`src/rtl/snes_pkg.sv`:
```
// Shared types and constants for the SNES gamepad reader.
// SNES_ACTIVE_LOW_EN (see snes_controller) is not referenced here.
package snes_pkg;

    localparam int unsigned SNES_NUM_BITS = 16;
    localparam int unsigned SNES_BTN_BITS = 12;

    // Bit positions in the button word, in serial shift order.
    localparam int unsigned BTN_B      = 0;
    localparam int unsigned BTN_Y      = 1;
    localparam int unsigned BTN_SELECT = 2;
    localparam int unsigned BTN_START  = 3;
    localparam int unsigned BTN_UP     = 4;
    localparam int unsigned BTN_DOWN   = 5;
    localparam int unsigned BTN_LEFT   = 6;
    localparam int unsigned BTN_RIGHT  = 7;
    localparam int unsigned BTN_A      = 8;
    localparam int unsigned BTN_X      = 9;
    localparam int unsigned BTN_L      = 10;
    localparam int unsigned BTN_R      = 11;

    typedef enum logic [2:0] {
        StIdle,
        StLatch,
        StSlotLo,
        StSlotHi,
        StCommit
    } snes_state_e;

    function automatic int unsigned snes_max(input int unsigned a, input int unsigned b);
        return (a > b) ? a : b;
    endfunction

endpackage

```
`src/rtl/snes_sync.sv`:
```
// Two-flop synchronizer for the pad's serial data line; resets to the idle-high level.
module snes_sync (
    input  logic clk_i,
    input  logic rst_i,
    input  logic d_i,
    output logic q_o
);

    logic meta_q;
    logic sync_q;

    always_ff @(posedge clk_i) begin
        if (rst_i) begin
            meta_q <= 1'b1;
            sync_q <= 1'b1;
        end else begin
            meta_q <= d_i;
            sync_q <= meta_q;
        end
    end

    assign q_o = sync_q;

endmodule

```
`src/rtl/snes_controller.sv`:
```
// SNES gamepad reader: periodic latch, 16 serial clocks, registered 12-bit button word.
// Define SNES_ACTIVE_LOW_EN to store inverted samples (pressed button reads as 1).
module snes_controller
    import snes_pkg::*;
#(
    parameter int unsigned LATCH_CYCLES = 300,
    parameter int unsigned HALF_CYCLES  = 150,
    parameter int unsigned POLL_CYCLES  = 416_667
) (
    input  logic                     clk_25M,
    input  logic                     rst,
    input  logic                     SNES_Data,
    output logic                     SNES_Latch,
    output logic                     SNES_clk_1,
    output logic [SNES_BTN_BITS-1:0] btn_output
);

    localparam int unsigned SlotMax = snes_max(LATCH_CYCLES, HALF_CYCLES);
    localparam int unsigned CntW    = snes_max($clog2(SlotMax), 1);
    localparam int unsigned PollW   = snes_max($clog2(POLL_CYCLES), 1);
    localparam int unsigned IdxW    = $clog2(SNES_NUM_BITS);

    localparam logic [CntW-1:0]  LatchLast = CntW'(LATCH_CYCLES - 1);
    localparam logic [CntW-1:0]  HalfLast  = CntW'(HALF_CYCLES - 1);
    localparam logic [PollW-1:0] PollLast  = PollW'(POLL_CYCLES - 1);
    localparam logic [IdxW-1:0]  IdxLast   = IdxW'(SNES_NUM_BITS - 1);

    snes_state_e              state_q;
    logic                     start_q;
    logic [PollW-1:0]         poll_q;
    logic [CntW-1:0]          cnt_q;
    logic [IdxW-1:0]          idx_q;
    logic [SNES_NUM_BITS-1:0] shift_q;
    logic                     latch_q;
    logic                     sclk_q;
    logic [SNES_BTN_BITS-1:0] btn_q;

    logic                     data_sync;
    logic [SNES_BTN_BITS-1:0] commit_word;
    logic                     unused_shift_hi;

    snes_sync u_sync (
        .clk_i (clk_25M),
        .rst_i (rst),
        .d_i   (SNES_Data),
        .q_o   (data_sync)
    );

`ifdef SNES_ACTIVE_LOW_EN
    assign commit_word = ~shift_q[SNES_BTN_BITS-1:0];
`else
    assign commit_word = shift_q[SNES_BTN_BITS-1:0];
`endif

    // Bits 12..15 are shifted in to keep the pad's framing but never reported.
    assign unused_shift_hi = ^shift_q[SNES_NUM_BITS-1:SNES_BTN_BITS];

    always_ff @(posedge clk_25M) begin
        if (rst) begin
            state_q <= StIdle;
            start_q <= 1'b1;
            poll_q  <= '0;
            cnt_q   <= '0;
            idx_q   <= '0;
            shift_q <= '0;
            latch_q <= 1'b0;
            sclk_q  <= 1'b1;
            btn_q   <= '0;
        end else begin
            // Saturates so a short poll period restarts right after COMMIT.
            if (poll_q != PollLast) begin
                poll_q <= poll_q + 1'b1;
            end

            unique case (state_q)
                StIdle: begin
                    if (start_q || (poll_q == PollLast)) begin
                        state_q <= StLatch;
                        start_q <= 1'b0;
                        poll_q  <= '0;
                        cnt_q   <= '0;
                        latch_q <= 1'b1;
                    end
                end

                StLatch: begin
                    if (cnt_q == LatchLast) begin
                        state_q <= StSlotLo;
                        cnt_q   <= '0;
                        idx_q   <= '0;
                        latch_q <= 1'b0;
                        sclk_q  <= 1'b0;
                    end else begin
                        cnt_q <= cnt_q + 1'b1;
                    end
                end

                StSlotLo: begin
                    if (cnt_q == HalfLast) begin
                        shift_q[idx_q] <= data_sync;
                        state_q        <= StSlotHi;
                        cnt_q          <= '0;
                        sclk_q         <= 1'b1;
                    end else begin
                        cnt_q <= cnt_q + 1'b1;
                    end
                end

                StSlotHi: begin
                    if (cnt_q == HalfLast) begin
                        cnt_q <= '0;
                        if (idx_q == IdxLast) begin
                            state_q <= StCommit;
                        end else begin
                            idx_q   <= idx_q + 1'b1;
                            state_q <= StSlotLo;
                            sclk_q  <= 1'b0;
                        end
                    end else begin
                        cnt_q <= cnt_q + 1'b1;
                    end
                end

                StCommit: begin
                    btn_q   <= commit_word;
                    state_q <= StIdle;
                end

                default: state_q <= StIdle;
            endcase
        end
    end

    assign SNES_Latch = latch_q;
    assign SNES_clk_1 = sclk_q;
    assign btn_output = btn_q;

    a_latch_clk_excl: assert property (@(posedge clk_25M) disable iff (rst)
        !(latch_q && !sclk_q));

    a_btn_commit_only: assert property (@(posedge clk_25M) disable iff (rst)
        (state_q != StCommit) |=> $stable(btn_q));

endmodule

```
`config.mk`:
```
export PLATFORM = sky130hd
export DESIGN_NAME = snes_controller
export DESIGN_NICKNAME = d
export VERILOG_FILES = /design/src/rtl/snes_pkg.sv /design/src/rtl/snes_sync.sv /design/src/rtl/snes_controller.sv
export SDC_FILE = /design/constraint.sdc
export NUM_CORES = 1
export LEC_CHECK = 0
export CAP_MARGIN = 20
export CORE_MARGIN = 2
export CORE_UTILIZATION = 59
export DETAILED_ROUTE_END_ITERATION = 7
export GPL_ROUTABILITY_DRIVEN = 0
export GPL_TIMING_DRIVEN = 0
export PLACE_DENSITY = 0.79
export SYNTH_ARGS = -nofsm -noshare
export SYNTH_HDL_FRONTEND = slang
export SYNTH_SLANG_ARGS = --single-unit
```
`constraint.sdc`:
```
create_clock -name clk_25M -period 2.5 [get_ports clk_25M]
set_clock_uncertainty 0.05 [all_clocks]
set_input_delay 0.5 -clock clk_25M [delete_from_list [all_inputs] [get_ports clk_25M]]
set_output_delay 0.5 -clock clk_25M [all_outputs]
set_load 0.02 [all_outputs]
```
==> load_flow_metrics.sql <==
INSERT INTO impl_metrics (metric_group, metric, value, unit) VALUES
('run_status', 'outcome', 'complete, no violations', ''),
('cells_and_area', 'syn_to_final_growth', '14.4', '%'),
('clock_network', 'cts_tree', 'done', ''),
('floorplan', 'ios', '17', ''),
('clock_network', 'cts-buffers-inserted', '9', ''),
('synth', 'postSynthAreaPerCell', '8.71', 'um2'),
('timing', 'timing.hold.ws', '361', 'ps'),
('clock_network', 'clk_pin_slew_worst_paths', '70', 'ps'),
('global_routing', 'grt_use_total', '23.2', '%'),
('synth', 'synth_edf_count', '0', ''),
('synth', 'synth_area_in_compound_gates', '9.63', '%'),
('timing', 'setup_viol', '0', ''),
('synth', 'synthMuxAreaShare', '4.40', '%'),
('synth', 'synth.net_count', '354', ''),
('synth', 'yosys.area_share.adder', '3.35', '%'),
('floorplan', 'fp.dieArea', '5650', 'um2'),
('timing', 'layout_worst_path_cycle_share', '92.2', '%'),
('floorplan', 'die_width', '75.2', 'um'),
('cells_and_area', 'final_core_utilization', '71.0', '%'),
('power', 'power.density_cell_area', '625', 'nW/um2'),
('synth', 'synth-async-reset-ratio', '0', '%'),
('hold_path', 'hp-class', 'reg -> reg', ''),
('floorplan', 'row_count', '25', ''),
('synth', 'synth_warnings', '0', ''),
('synth', 'postSynth.topFlopCell', 'sky130_fd_sc_hd__dfxtp_1', ''),
('cells_and_area', 'nNetsFinal', '381', ''),
('timing', 'grt_setup_unrepaired', 'false', ''),
('timing', 'period_needed', '2310', 'ps'),
('power', 'power.leakage', '1.21', 'nW'),
('synth', 'ys_top_cells_by_area', 'sky130_fd_sc_hd__dfxtp_1 43%, sky130_fd_sc_hd__nor2_1 6.0%, sky130_fd_sc_hd__nand2_1 4.4%', ''),
('global_routing', 'grt_pass1_vias', '2195', ''),
('global_routing', 'globalRouteOverflowTotal', '0', ''),
('synth', 'synth_xor_area_share', '4.98', '%'),
('floorplan', 'dieHeight', '75.2', 'um'),
('placed_design', 'dpl_worst_slack', '-155', 'ps'),
('timing', 'slew_headroom', '60.9', '%'),
('synth', 'post_synth_num_cell_types', '50', ''),
('setup_path', 'crit_path_start_kind', 'primary input', ''),
('global_routing', 'grt_first_pass_wirelength', '9.97', 'mm'),
('detailed_routing', 'dr_total_vias', '2462', ''),
('clock_network', 'htree_num_levels', '3', ''),
('timing', 'finalHoldViolCount', '0', ''),
('clock_network', 'cts.root.buffer_cell', 'sky130_fd_sc_hd__clkbuf_8', ''),
('placed_design', 'dpl.cell_count', '426', ''),
('synth', 'largest_family_of_logic_cells_by_synthesized_area', 'simple AND/OR/NAND/NOR gates', ''),
('detailed_routing', 'average_via_count_per_standard_cell', '5.57', ''),
('detailed_routing', 'remaining_drc_errors', '0', ''),
('clock_network', 'insertion_delay', '340', 'ps'),
('timing', 'fmax', '0.434', 'GHz'),
('floorplan', 'core', '4820', 'um2'),
('placed_design', 'place.detailed.hpwl', '4.22', 'mm'),
('cells_and_area', 'share_of_layout_cells_above_drive_strength_1', '9.33', '%'),
('detailed_routing', 'detail-route-antenna-nets', '0', ''),
('setup_path', 'r2r_cells', '7', ''),
('detailed_routing', 'post_drt_wl_per_cell', '13.6', 'um'),
('timing', 'timing_worst_slew_pin_value', '585', 'ps'),
('placed_design', 'quantity_of_i_o_buffers_inserted_on_ports', '16', ''),
('setup_path', 'critical_path_class', 'in -> reg', ''),
('setup_path', 'crit_arrival', '2470', 'ps'),
('global_routing', 'antenna_found_initial', '0', ''),
('clock_network', 'cts_setup_buffers', '0', ''),
('setup_path', 'critical_path.endpoint_type', 'flip-flop', ''),
('synth', 'synth_instances', '343', ''),
('detailed_routing', 'routed_wire_length', '6.01', 'mm'),
('synth', 'synth_seq_area_share', '42.9', '%'),
('synth', 'post-synth-top-area-fraction', '42.9', '%'),
('hold_path', 'timing.hold.worst_path_depth', '1', ''),
('synth', 'synth_area', '2990', 'um2'),
('power', 'post-layout-total-power', '2.14', 'mW'),
('synth', 'synth_simple_gate_area_share', '30.1', '%'),
('global_routing', 'grt_max_degree', '12', '');
-- placed cells by master, fill, tap and decap left out, drive strengths merged, types with 2 or more instances in the layout --
cell            n
xor2            8
a21boi          2
or4             4
ha              8
a21oi          16
a211oi          4
nand4bb         2
inv            12
nand3          22
xnor2           9
nand2b          6
and2            2
mux2i          12
a31oi           2
nor2           48
nand2          36
nor3            8
clkdlybuf4s50  16
nand4b          8
clkbuf         25
nor4            3
o21ai          13
or2             3
or3             3
o311ai          3
dfxtp          64
and3            4
clkinv          4
nor2b           3
nand4           4
nand3b          4
nor3b           3
-- registers in the layout, summed over array words and instances, names as in the netlist --
| signal | cells |
|---|---|
| state_q | 3 |
| start_q | 1 |
| cnt_q | 9 |
| btn_output | 12 |
| SNES_clk_1 | 1 |
| SNES_Latch | 1 |
| u_sync.meta_q | 1 |
| idx_q | 4 |
| shift_q | 12 |
| poll_q | 19 |
| u_sync.q_o | 1 |
-- synth_stat cells, types with 2 or more instances --
cell type and n:
sky130_fd_sc_hd__nand3b_1 4, sky130_fd_sc_hd__or3_1 3, sky130_fd_sc_hd__mux2i_1 12, sky130_fd_sc_hd__nor3b_1 3, sky130_fd_sc_hd__nor2_1 48, sky130_fd_sc_hd__a21boi_1 2
sky130_fd_sc_hd__inv_1 12, sky130_fd_sc_hd__a21oi_1 16, sky130_fd_sc_hd__nor4_1 3, sky130_fd_sc_hd__a31oi_1 2, sky130_fd_sc_hd__dfxtp_1 64, sky130_fd_sc_hd__and3_1 4
sky130_fd_sc_hd__o21ai_0 10, sky130_fd_sc_hd__xor2_1 8, sky130_fd_sc_hd__and2_1 2, sky130_fd_sc_hd__or4_1 2, sky130_fd_sc_hd__or2_2 3, sky130_fd_sc_hd__nand4_1 4
sky130_fd_sc_hd__nand4b_1 7, sky130_fd_sc_hd__clkbuf_1 11, sky130_fd_sc_hd__a211oi_1 4, sky130_fd_sc_hd__or4_4 2, sky130_fd_sc_hd__nand3_1 22, sky130_fd_sc_hd__nor2b_1 3
sky130_fd_sc_hd__xnor2_1 9, sky130_fd_sc_hd__nand2_1 35, sky130_fd_sc_hd__ha_1 8, sky130_fd_sc_hd__o311ai_0 3, sky130_fd_sc_hd__nand4bb_1 2, sky130_fd_sc_hd__nor3_1 8
sky130_fd_sc_hd__nand2b_1 6, sky130_fd_sc_hd__clkbuf_8 3
-- per-stage QoR --
stage          area, um2  TNS [ps]
2_1_floorplan       2990         0
3_3_place_gp        3230     -1880
3_5_place_dp        3230     -2270
4_1_cts             3420         0
5_1_grt             3420         0
6_report            3420         0
-- power breakdown --
part | total (mW) | switching, mW | internal, mW | leakage (nW)
clock network | 0.807 | 0.397 | 0.410 | 0.0951
registers | 1.08 | 0.0287 | 1.05 | 0.518
logic | 0.253 | 0.153 | 0.100 | 0.596
total | 2.14 | 0.579 | 1.56 | 1.21
-- per-layer routing --
layer  vias to the layer above  track usage [%]  wire [um]
li1                       1250                -          -
met1                      1163             32.6       3100
met2                        40             34.5       2590
met3                         9             4.42        202
met4                         0             10.7        122
met5                         -                0          0
-- layout make-up --
cell class | count | area [um2]
Clock inverter | 5 | 31.3
Inverter | 12 | 45.0
Buffer | 15 | 93.8
Clock buffer | 11 | 151
Tap cell | 67 | 83.8
Sequential cell | 64 | 1280
Multi-Input combinational cell | 252 | 1570
Fill cell | 416 | 1400
Timing Repair Buffer | 16 | 160
-- final timing paths --
kind	start	end	slack (ps)
hold / removal	u_sync.meta_q	u_sync.q_o	360
setup / recovery	rst	shift_q[0]	190
hold reg to reg	u_sync.meta_q	u_sync.q_o	360
setup reg to reg	cnt_q[0]	shift_q[2]	260
-- repair_timing --
| action | 4_1_cts | 5_1_grt |
|---|---|---|
| gates resized for setup | 0 | 1 |
| hold buffers | 0 | 0 |
| endpoints found under the setup margin | 0 | 5 |
-- critical path: stages --
cell                              delay [ps]
sky130_fd_sc_hd__clkdlybuf4s50_1         600
sky130_fd_sc_hd__clkbuf_1                380
sky130_fd_sc_hd__clkbuf_1                420
sky130_fd_sc_hd__clkbuf_1                460
sky130_fd_sc_hd__nor2_1                  100
-- logic make-up after synthesis --
logic type      Yosys count
compound gates           45
xor+xnor                 17
fa+ha+maj                 8
buf+inv                  27
flops                    64
mux                      13
simple gates            169
(Power assumes the default switching activity.)
